## src/rtl/fetch_prefetch_queue.sv

```systemverilog
// fetch_prefetch_queue: instruction-fetch front end with a prefetch FIFO.
// Issues sequential reads to instruction memory, tags each accepted request
// with its PC, and queues the returned {instruction, PC} pairs so decode stalls
// do not stall fetch. A redirect flushes all wrong-path state and restarts
// fetch at the target PC.
// Optional build macro FETCH_STATS_EN adds two 32-bit saturating counters
// (accepted requests, discarded words); without it both counter outputs are 0.
module fetch_prefetch_queue #(
  parameter int unsigned        ADDR_W   = 16,
  parameter int unsigned        INST_W   = 16,
  parameter int unsigned        QDEPTH   = 4,
  parameter int unsigned        PC_STEP  = 2,
  parameter logic [ADDR_W-1:0]  RESET_PC = {ADDR_W{1'b0}}
) (
  input  logic              clk,
  input  logic              reset,
  output logic [ADDR_W-1:0] o_imem_addr,
  output logic              o_imem_rd,
  input  logic              i_imem_wait,
  input  logic [INST_W-1:0] i_imem_rddata,
  output logic [INST_W-1:0] o_inst,
  output logic [ADDR_W-1:0] o_inst_pc,
  output logic              o_inst_valid,
  input  logic              i_inst_ready,
  input  logic              i_redirect,
  input  logic [ADDR_W-1:0] i_redirect_pc,
  input  logic              i_halt,
  output logic [31:0]       o_fetch_cnt,
  output logic [31:0]       o_flush_cnt
);

  localparam int unsigned       PTR_W     = $clog2(QDEPTH);
  localparam int unsigned       CNT_W     = PTR_W + 1;
  localparam logic [CNT_W-1:0]  QDEPTH_C  = CNT_W'(QDEPTH);
  localparam logic [CNT_W-1:0]  CNT_ONE   = CNT_W'(1);
  localparam logic [PTR_W-1:0]  PTR_ONE   = PTR_W'(1);
  localparam logic [ADDR_W-1:0] PC_STEP_C = ADDR_W'(PC_STEP);

  // Fetch-side state
  logic [ADDR_W-1:0] fetch_pc_r;
  logic [ADDR_W-1:0] tag_r;
  logic              inflight_r;

  // Queue storage and bookkeeping
  logic [INST_W-1:0] inst_mem_r [QDEPTH];
  logic [ADDR_W-1:0] pc_mem_r   [QDEPTH];
  logic [PTR_W-1:0]  wr_ptr_r;
  logic [PTR_W-1:0]  rd_ptr_r;
  logic [CNT_W-1:0]  count_r;

  // Per-cycle decisions
  logic [CNT_W-1:0]  credit_s;
  logic              issue_s;
  logic              accept_s;
  logic              push_s;
  logic              pop_s;

  // Issue/accept/push/pop decisions; redirect overrides push and pop, and a
  // pop in this cycle never frees a credit for a request in this cycle.
  always_comb begin
    credit_s = count_r + {{(CNT_W-1){1'b0}}, inflight_r};
    if (reset || i_halt || i_redirect) begin
      issue_s = 1'b0;
    end else begin
      issue_s = (credit_s < QDEPTH_C);
    end
    accept_s = issue_s && !i_imem_wait;
    if (i_redirect) begin
      push_s = 1'b0;
      pop_s  = 1'b0;
    end else begin
      push_s = inflight_r;
      pop_s  = (count_r != {CNT_W{1'b0}}) && i_inst_ready;
    end
  end

  // Fetch PC, outstanding-request flag and the PC tag of the outstanding request
  always_ff @(posedge clk or posedge reset) begin
    if (reset) begin
      fetch_pc_r <= RESET_PC;
      tag_r      <= {ADDR_W{1'b0}};
      inflight_r <= 1'b0;
    end else begin
      // memory answers exactly one cycle after acceptance, so the flag lives one cycle
      inflight_r <= accept_s;
      if (accept_s) begin
        tag_r <= fetch_pc_r;
      end
      if (i_redirect) begin
        fetch_pc_r <= i_redirect_pc;
      end else if (accept_s) begin
        fetch_pc_r <= fetch_pc_r + PC_STEP_C;
      end
    end
  end

  // Queue storage, pointers and occupancy; redirect empties the queue
  always_ff @(posedge clk or posedge reset) begin
    if (reset) begin
      wr_ptr_r <= {PTR_W{1'b0}};
      rd_ptr_r <= {PTR_W{1'b0}};
      count_r  <= {CNT_W{1'b0}};
      for (int i = 0; i < int'(QDEPTH); i++) begin
        inst_mem_r[i] <= {INST_W{1'b0}};
        pc_mem_r[i]   <= {ADDR_W{1'b0}};
      end
    end else if (i_redirect) begin
      wr_ptr_r <= {PTR_W{1'b0}};
      rd_ptr_r <= {PTR_W{1'b0}};
      count_r  <= {CNT_W{1'b0}};
    end else begin
      if (push_s) begin
        inst_mem_r[wr_ptr_r] <= i_imem_rddata;
        pc_mem_r[wr_ptr_r]   <= tag_r;
        wr_ptr_r             <= wr_ptr_r + PTR_ONE;
      end
      if (pop_s) begin
        rd_ptr_r <= rd_ptr_r + PTR_ONE;
      end
      case ({push_s, pop_s})
        2'b10:   count_r <= count_r + CNT_ONE;
        2'b01:   count_r <= count_r - CNT_ONE;
        default: count_r <= count_r;
      endcase
    end
  end

  // Outputs are taken straight from state registers (no bypass from memory data)
  always_comb begin
    o_imem_addr  = fetch_pc_r;
    o_imem_rd    = issue_s;
    o_inst       = inst_mem_r[rd_ptr_r];
    o_inst_pc    = pc_mem_r[rd_ptr_r];
    o_inst_valid = (count_r != {CNT_W{1'b0}});
  end

`ifdef FETCH_STATS_EN
  logic [31:0] fetch_cnt_r;
  logic [31:0] flush_cnt_r;
  logic [32:0] flush_sum_s;

  // Words lost on a redirect: everything queued plus the response arriving now
  always_comb begin
    flush_sum_s = {1'b0, flush_cnt_r} + 33'(count_r) + 33'(inflight_r);
  end

  // Saturating statistics counters
  always_ff @(posedge clk or posedge reset) begin
    if (reset) begin
      fetch_cnt_r <= 32'd0;
      flush_cnt_r <= 32'd0;
    end else begin
      if (accept_s && (fetch_cnt_r != 32'hFFFF_FFFF)) begin
        fetch_cnt_r <= fetch_cnt_r + 32'd1;
      end
      if (i_redirect) begin
        flush_cnt_r <= flush_sum_s[32] ? 32'hFFFF_FFFF : flush_sum_s[31:0];
      end
    end
  end

  // Counter outputs
  always_comb begin
    o_fetch_cnt = fetch_cnt_r;
    o_flush_cnt = flush_cnt_r;
  end
`else
  // Statistics not built: counters read zero
  always_comb begin
    o_fetch_cnt = 32'd0;
    o_flush_cnt = 32'd0;
  end
`endif

endmodule

```

## config.mk

```make
export PLATFORM = sky130hd
export DESIGN_NAME = fetch_prefetch_queue
export DESIGN_NICKNAME = d
export VERILOG_FILES = /design/src/rtl/fetch_prefetch_queue.sv
export SDC_FILE = /design/constraint.sdc
export NUM_CORES = 1
export LEC_CHECK = 0
export BUFFER_PORTS_ARGS = -buffer_cell sky130_fd_sc_hd__buf_4
export CAP_MARGIN = 20
export CELL_PAD_IN_SITES_DETAIL_PLACEMENT = 1
export CELL_PAD_IN_SITES_GLOBAL_PLACEMENT = 2
export CORE_ASPECT_RATIO = 0.9
export CORE_MARGIN = 2
export CORE_UTILIZATION = 42
export CTS_BUF_LIST = sky130_fd_sc_hd__clkbuf_4 sky130_fd_sc_hd__clkbuf_8
export DETAILED_ROUTE_END_ITERATION = 10
export GPL_TIMING_DRIVEN = 0
export PLACE_DENSITY_LB_ADDON = 0.1
export SETUP_SLACK_MARGIN = 0.1
export SYNTH_ARGS = -nofsm -noshare
export SYNTH_HDL_FRONTEND = slang
export SYNTH_SLANG_ARGS = --single-unit
```

## constraint.sdc

```tcl
create_clock -name clk -period 13.8 [get_ports clk]
set_input_delay 0.69 -clock clk [delete_from_list [all_inputs] [get_ports clk]]
set_output_delay 0.69 -clock clk [all_outputs]
set_load 0.02 [all_outputs]
```

## After elaboration in Yosys (flattened, before gate mapping)

Index checks and enable logic that the tools add are counted.

| storage, ports and cells | value |
|---|---|
| flip-flop bits (word level) | 168 |
| input port bits | 38 |
| output and inout bits | 114 |

| cells by class | value |
|---|---|
| $add $sub $neg | 6 |
| order comparisons | 4 |
| equal/unequal tests | 2 |
| multiplexer cells | 21 |
| bitwise logic cells | 3 |
| reductions and logical operators | 12 |

Operator list:

| cell | count |
|---|---|
| 64-bit bitwise mux | 2 |
| 16-bit 2-to-1 mux | 7 |
| 16-bit binary-select mux with 2-bit select | 2 |
| 16-bit demux with 2-bit select | 1 |
| 16-bit by 2-bit adder with 16-bit output, second input constant | 1 |
| 2-bit 2-to-1 mux | 4 |
| 3-bit greater-or-equal comparator, second input constant | 2 |
| 2-bit NOT with 3-bit output | 2 |
| 3-bit case mux with 2 select lines | 1 |
| 2-bit nonzero test | 3 |
| 3-bit nonzero test | 2 |
| 2-bit by 1-bit adder with 2-bit output, second input constant | 2 |
| 3-bit by 1-bit adder with 3-bit output | 1 |
| 3-bit by 1-bit adder with 3-bit output, second input constant | 1 |
| 1-bit logical AND | 3 |
| 3-bit by 1-bit less-than comparator with 1-bit output, second input constant | 1 |
| 3-bit less-than comparator, second input constant | 1 |
| 1-bit 2-to-1 mux | 3 |
| 3-bit 2-to-1 mux | 1 |
| 3-bit by 1-bit subtractor with 3-bit output, second input constant | 1 |
| 2-bit by 1-bit == test with 1-bit output, second input constant | 1 |
| 2-bit == test, second input constant | 1 |
| 1-bit logical OR | 2 |
| 2-bit AND reduction | 1 |
| 2 further kinds | 2 |

## Logic depth before layout (Yosys ltp)

| logic depth | value |
|---|---|
| depth in word-level cells | 6 |
| depth in mapped cells | 8 |

## Least setup slack after synthesis

No wires, ideal clock.

| path | value |
|---|---|
| path type | input -> register |
| start point | in i_redirect |
| end point | reg count_r[2] |
| library setup time | 0.135 ns |
| arrival time | 2.162 ns |
| data required time | 13.665 ns |
| path slack | 11.503 ns |
| stages on the path | 8 |
| cells stage by stage | buf_6 buf_2 clkbuf_1 nor3_1 fa_1 nor3_1 o21ai_0 nor3b_1 |

| between the ends | value |
|---|---|
| cells in the longest elaborated chain, start to end | 4 |

RTL lines:

| element | RTL line | RTL |
|---|---|---|
| start, declared | 25 | `input logic i_redirect,` |
| 1-bit 2-to-1 mux | 68 | `if (i_redirect) begin` |
| 2-bit by 1-bit == test with 1-bit output / 2-bit == test (equally long branches) | 120 | `case ({push_s, pop_s})` |
| 3-bit case mux with 2 select lines | 120 |  |
| 3-bit 2-to-1 mux | 107 | `end else if (i_redirect) begin` |
| end signal, assigned | 110 | `count_r <= {CNT_W{1'b0}};` |
| end signal, assigned | 121 | `2'b10: count_r <= count_r + CNT_ONE;` |
| end signal, assigned | 122 | `2'b01: count_r <= count_r - CNT_ONE;` |
| end, declared | 49 | `logic [CNT_W-1:0] count_r;` |

Several ways; a longest one is shown, not always the timed one.
A chain may end at the register's enable or synchronous reset.

## Worst setup path in the final report

| path | value |
|---|---|
| start point | reg rd_ptr_r[0] |
| end point | out o_inst_pc[7] |

| between the ends | value |
|---|---|
| cells in the longest elaborated chain, start to end | 4 |

RTL lines:

| element | RTL line | RTL |
|---|---|---|
| start, declared | 48 | `logic [PTR_W-1:0] rd_ptr_r;` |
| start signal, assigned | 101 | `rd_ptr_r <= {PTR_W{1'b0}};` |
| start signal, assigned | 109 | `rd_ptr_r <= {PTR_W{1'b0}};` |
| start signal, assigned | 118 | `rd_ptr_r <= rd_ptr_r + PTR_ONE;` |
| 2-bit NOT with 3-bit output (not written as such) | 133 | `o_inst_pc = pc_mem_r[rd_ptr_r];` |
| 16-bit binary-select mux with 2-bit select | 133 |  |
| 16-bit 2-to-1 mux (not written as such) (2 in series) | 133 |  |
| end, declared | 22 | `output logic [ADDR_W-1:0] o_inst_pc,` |

Every way passes these cells. The select of a mux whose other input is x is not followed.

==> flow_summary.yaml <==
die:
  initial_utilization: 0.4246
  core_area_um2: 18980
  die_area_um2: 20310
  placementRows: 48
  io_pins: 152
  die_h_um: 135.4
  fp.dieW_um: 150
synthesis:
  synth_compound_area_frac: 0.02484
  synth_top_family_by_area: "multiplexers"
  postSynthCellCount: 588
  synthSimpleGateAreaFrac: 0.06351
  yosysMostFrequentCell: "dfrtp_1"
  yosys.area.top_type: "dfrtp_1"
  synthArstFlopShare: 1.000
  synthTopCellsByArea: "dfrtp_1, mux2_2, mux4_2"
  synth_edf_count: 0
  ys_types: 41
  synthMuxAreaShare: 0.2888
  syn_area_um2: 8058
  ys_seq_area_frac: 0.5217
  synthAdderAreaFrac: 0.01025
  synth_xor_xnor_area_share: 0.005435
  synth_warnings: 0
  synth_common_cells: "dfrtp_1, mux2_2, buf_4, nand2_1, mux4_2"
  synth_flop_cell: "dfrtp_1"
  synth_top_cell_area_share: 0.5217
  avgSynthCellArea_um2: 13.70
  synth_seq_cells: 168
cts:
  cts_hold_buf: 0
  cts-resized-gates: 0
  cts_tree: "built"
  cts_sinks: 168
  clk_path_buf_depth: 2
  post_cts_buffers: 0
  clk_pin_slew_ps: 90
  clk-insertion-delay-late_ps: 450
  cts_root_buf: "clkbuf_8"
  numCtsBuffers: 17
  h-tree-depth: 4
cells_and_area:
  final_cells: 1018
  drive_above_1_share: 0.4870
  area_growth_pct: 20.48
  fin_area_um2: 9708
  nFillCells: 2010
  layout.nets: 801
  diodes: 0
setup_path:
  cp_slowest_cell: "mux4_2"
  path_max_fanout: 10
  crit_chain: "clkbuf_1 -> buf_2 -> mux4_2 -> buf_4"
  crit_required_ps: 13110
  r2r_cells: 6
  crit_type: "flip-flop to output pin"
  worstPathArrival_ps: 2410
  critPathCapture: "o_inst_pc[7]"
  endpoint_kind: "output pin"
  cp_slowest_stage_delay_ps: 600
  regToRegEndpoint: "count_r[2]$_DFFE_PP0P_"
  r2r_start: "count_r[0]$_DFFE_PP0P_"
  r2r_slack_ps: 11700
  startpoint: "rd_ptr_r[0]$_DFFE_PP0P_"
  cp-start-kind: "flip-flop"
detailed_routing:
  vias: 5093
  avgRoutedWirePerCell_um: 17.77
  drt_iter0_drc: 159
  drc_errors: 0
  ant_nets: 0
  via_per_inst: 5.003
  dr.pass1.iters: 4
  wirelength_um: 18090
grt:
  grt_overflow: 0
  grt_use_total: 0.1879
  grt_max_degree: 101
  antenna_found_initial: 0
  grt_pass1_wl_um: 29150
  grt_pass1_vias: 5436
timing:
  drv_slew: 0
  setup_tns_ps: 0
  fin_skew_ps: 9.125
  period_share: 0.2250
  worstMarginPinSlew_ps: 741.7
  fmax_mhz: 322.1
  maxSlewHeadroom: 0.5055
  finalSetupViolCount: 0
  period_minus_slack_ps: 3105
  setup_ws_ps: 10700
  grt_setup_unrepaired: "false"
  final-hold-violation-count: 0
power_and_ir_drop:
  cellPowerDensity_nw_per_um2: 138.5
  power_leakage_nw: 4.881
  finalPower_mw: 1.344
  vdd.ir_drop.worst_mv: 0.05990
outcome:
  status: "finished, final reports clean"
placed_design:
  place_area_um2: 9288
  dp_slack_ps: 10950
  place_congestion: 0.8033
  dp.cells: 988
  numPortBuffers: 86
  dpl.hpwl_um: 12840
run:
  drv_cap: 0
worst_hold_path:
  hold_path.class: "input pin to async pin"
report_power, final:
part / internal (mW) / switching [mW]
Sequential: 0.549 / 0.0497
Combinational: 0.182 / 0.184
Clock: 0.205 / 0.174
Total: 0.936 / 0.408
final cells by class:
cell class / instances / area, um^2 / area share
buffer: 96 / 659.4 / 0.06792
clock buffer: 21 / 270.3 / 0.02784
clock inverter: 9 / 150.1 / 0.01547
inverter: 6 / 32.53 / 0.003351
multi-input combinational: 381 / 3406 / 0.3508
sequential: 168 / 4204 / 0.4330
tap: 250 / 312.8 / 0.03222
timing repair buffer: 87 / 673.1 / 0.06934
logic make-up (layout without fill, tap and decap cells):
family          Yosys count  count (layout)
other cells               1              64
simple gates            107             107
mux                     176             176
compound gates           23              23
fa+ha+maj                 6               6
flops                   168             168
xor+xnor                  5               5
buf+inv                 102             219
critical path, delay by kind of cell, from the launching register on:
kind | cells | cell delay (ps)
muxes | 1 | 600
buffers and inverters | 3 | 1040
DFF | 1 | 330
metrics by stage:
| step | utilization | hold slack [ps] |
|---|---|---|
| 6_report | 0.5115 | 285.4 |
| 3_5_place_dp | 0.4894 | 489.7 |
| 3_3_place_gp | 0.4875 | 481.2 |
| 5_1_grt | 0.5115 | 289.5 |
| 4_1_cts | 0.5115 | 275.6 |
| 2_1_floorplan | - | 473.8 |
sequential cells by signal, summed over array words and instances, names as in the netlist:
signal       flops
count_r          3
inflight_r       1
inst_mem_r      64
o_imem_addr     16
pc_mem_r        64
rd_ptr_r         2
tag_r           16
wr_ptr_r         2
layer usage:
layer	up-vias	part of all wire	wire (um)	GRT usage
met5	-	0	0	0
met4	0	0.012	219	0.05136
met3	18	0.043	780	0.04411
met2	131	0.50	9058	0.3128
met1	2613	0.44	8035	0.2478
li1	2331	-	-	-
cells in the final DEF (no fill, tap or decap), types with 3 or more instances in the layout:
| cell | instances |
|---|---|
| mux4_2 | 32 |
| mux2i_1 | 12 |
| ha_1 | 5 |
| nor4_1 | 5 |
| buf_4 | 151 |
| clkinv_2 | 3 |
| clkbuf_1 | 9 |
| dfrtp_1 | 168 |
| bufinv_16 | 4 |
| conb_1 | 64 |
| nor3b_1 | 4 |
| inv_1 | 4 |
| xor2_1 | 3 |
| clkbuf_4 | 3 |
| nor3_1 | 10 |
| mux2_2 | 130 |
| nand4_1 | 5 |
| and3_1 | 5 |
| a221o_1 | 11 |
| buf_2 | 19 |
| nand3_1 | 7 |
| or3_1 | 3 |
| clkbuf_8 | 18 |
| nor2_1 | 7 |
| o21ai_0 | 4 |
| nand2_1 | 54 |
how the worst min path moves through the flow:
| stage | startpoint | endpoint | slack, ps |
|---|---|---|---|
| 6_report | reset | pc_mem_r[28]$_DFFE_PP0P_ | 290 |
| 5_1_grt | reset | pc_mem_r[45]$_DFFE_PP0P_ | 290 |
| 4_1_cts | reset | pc_mem_r[28]$_DFFE_PP0P_ | 280 |
| 3_5_place_dp | inst_mem_r[26]$_DFFE_PP0P_ | inst_mem_r[26]$_DFFE_PP0P_ | 490 |
| 3_3_place_gp | inst_mem_r[16]$_DFFE_PP0P_ | inst_mem_r[16]$_DFFE_PP0P_ | 480 |
| 2_1_floorplan | inst_mem_r[29]$_DFFE_PP0P_ | inst_mem_r[29]$_DFFE_PP0P_ | 470 |
(Power assumes the default switching activity.)
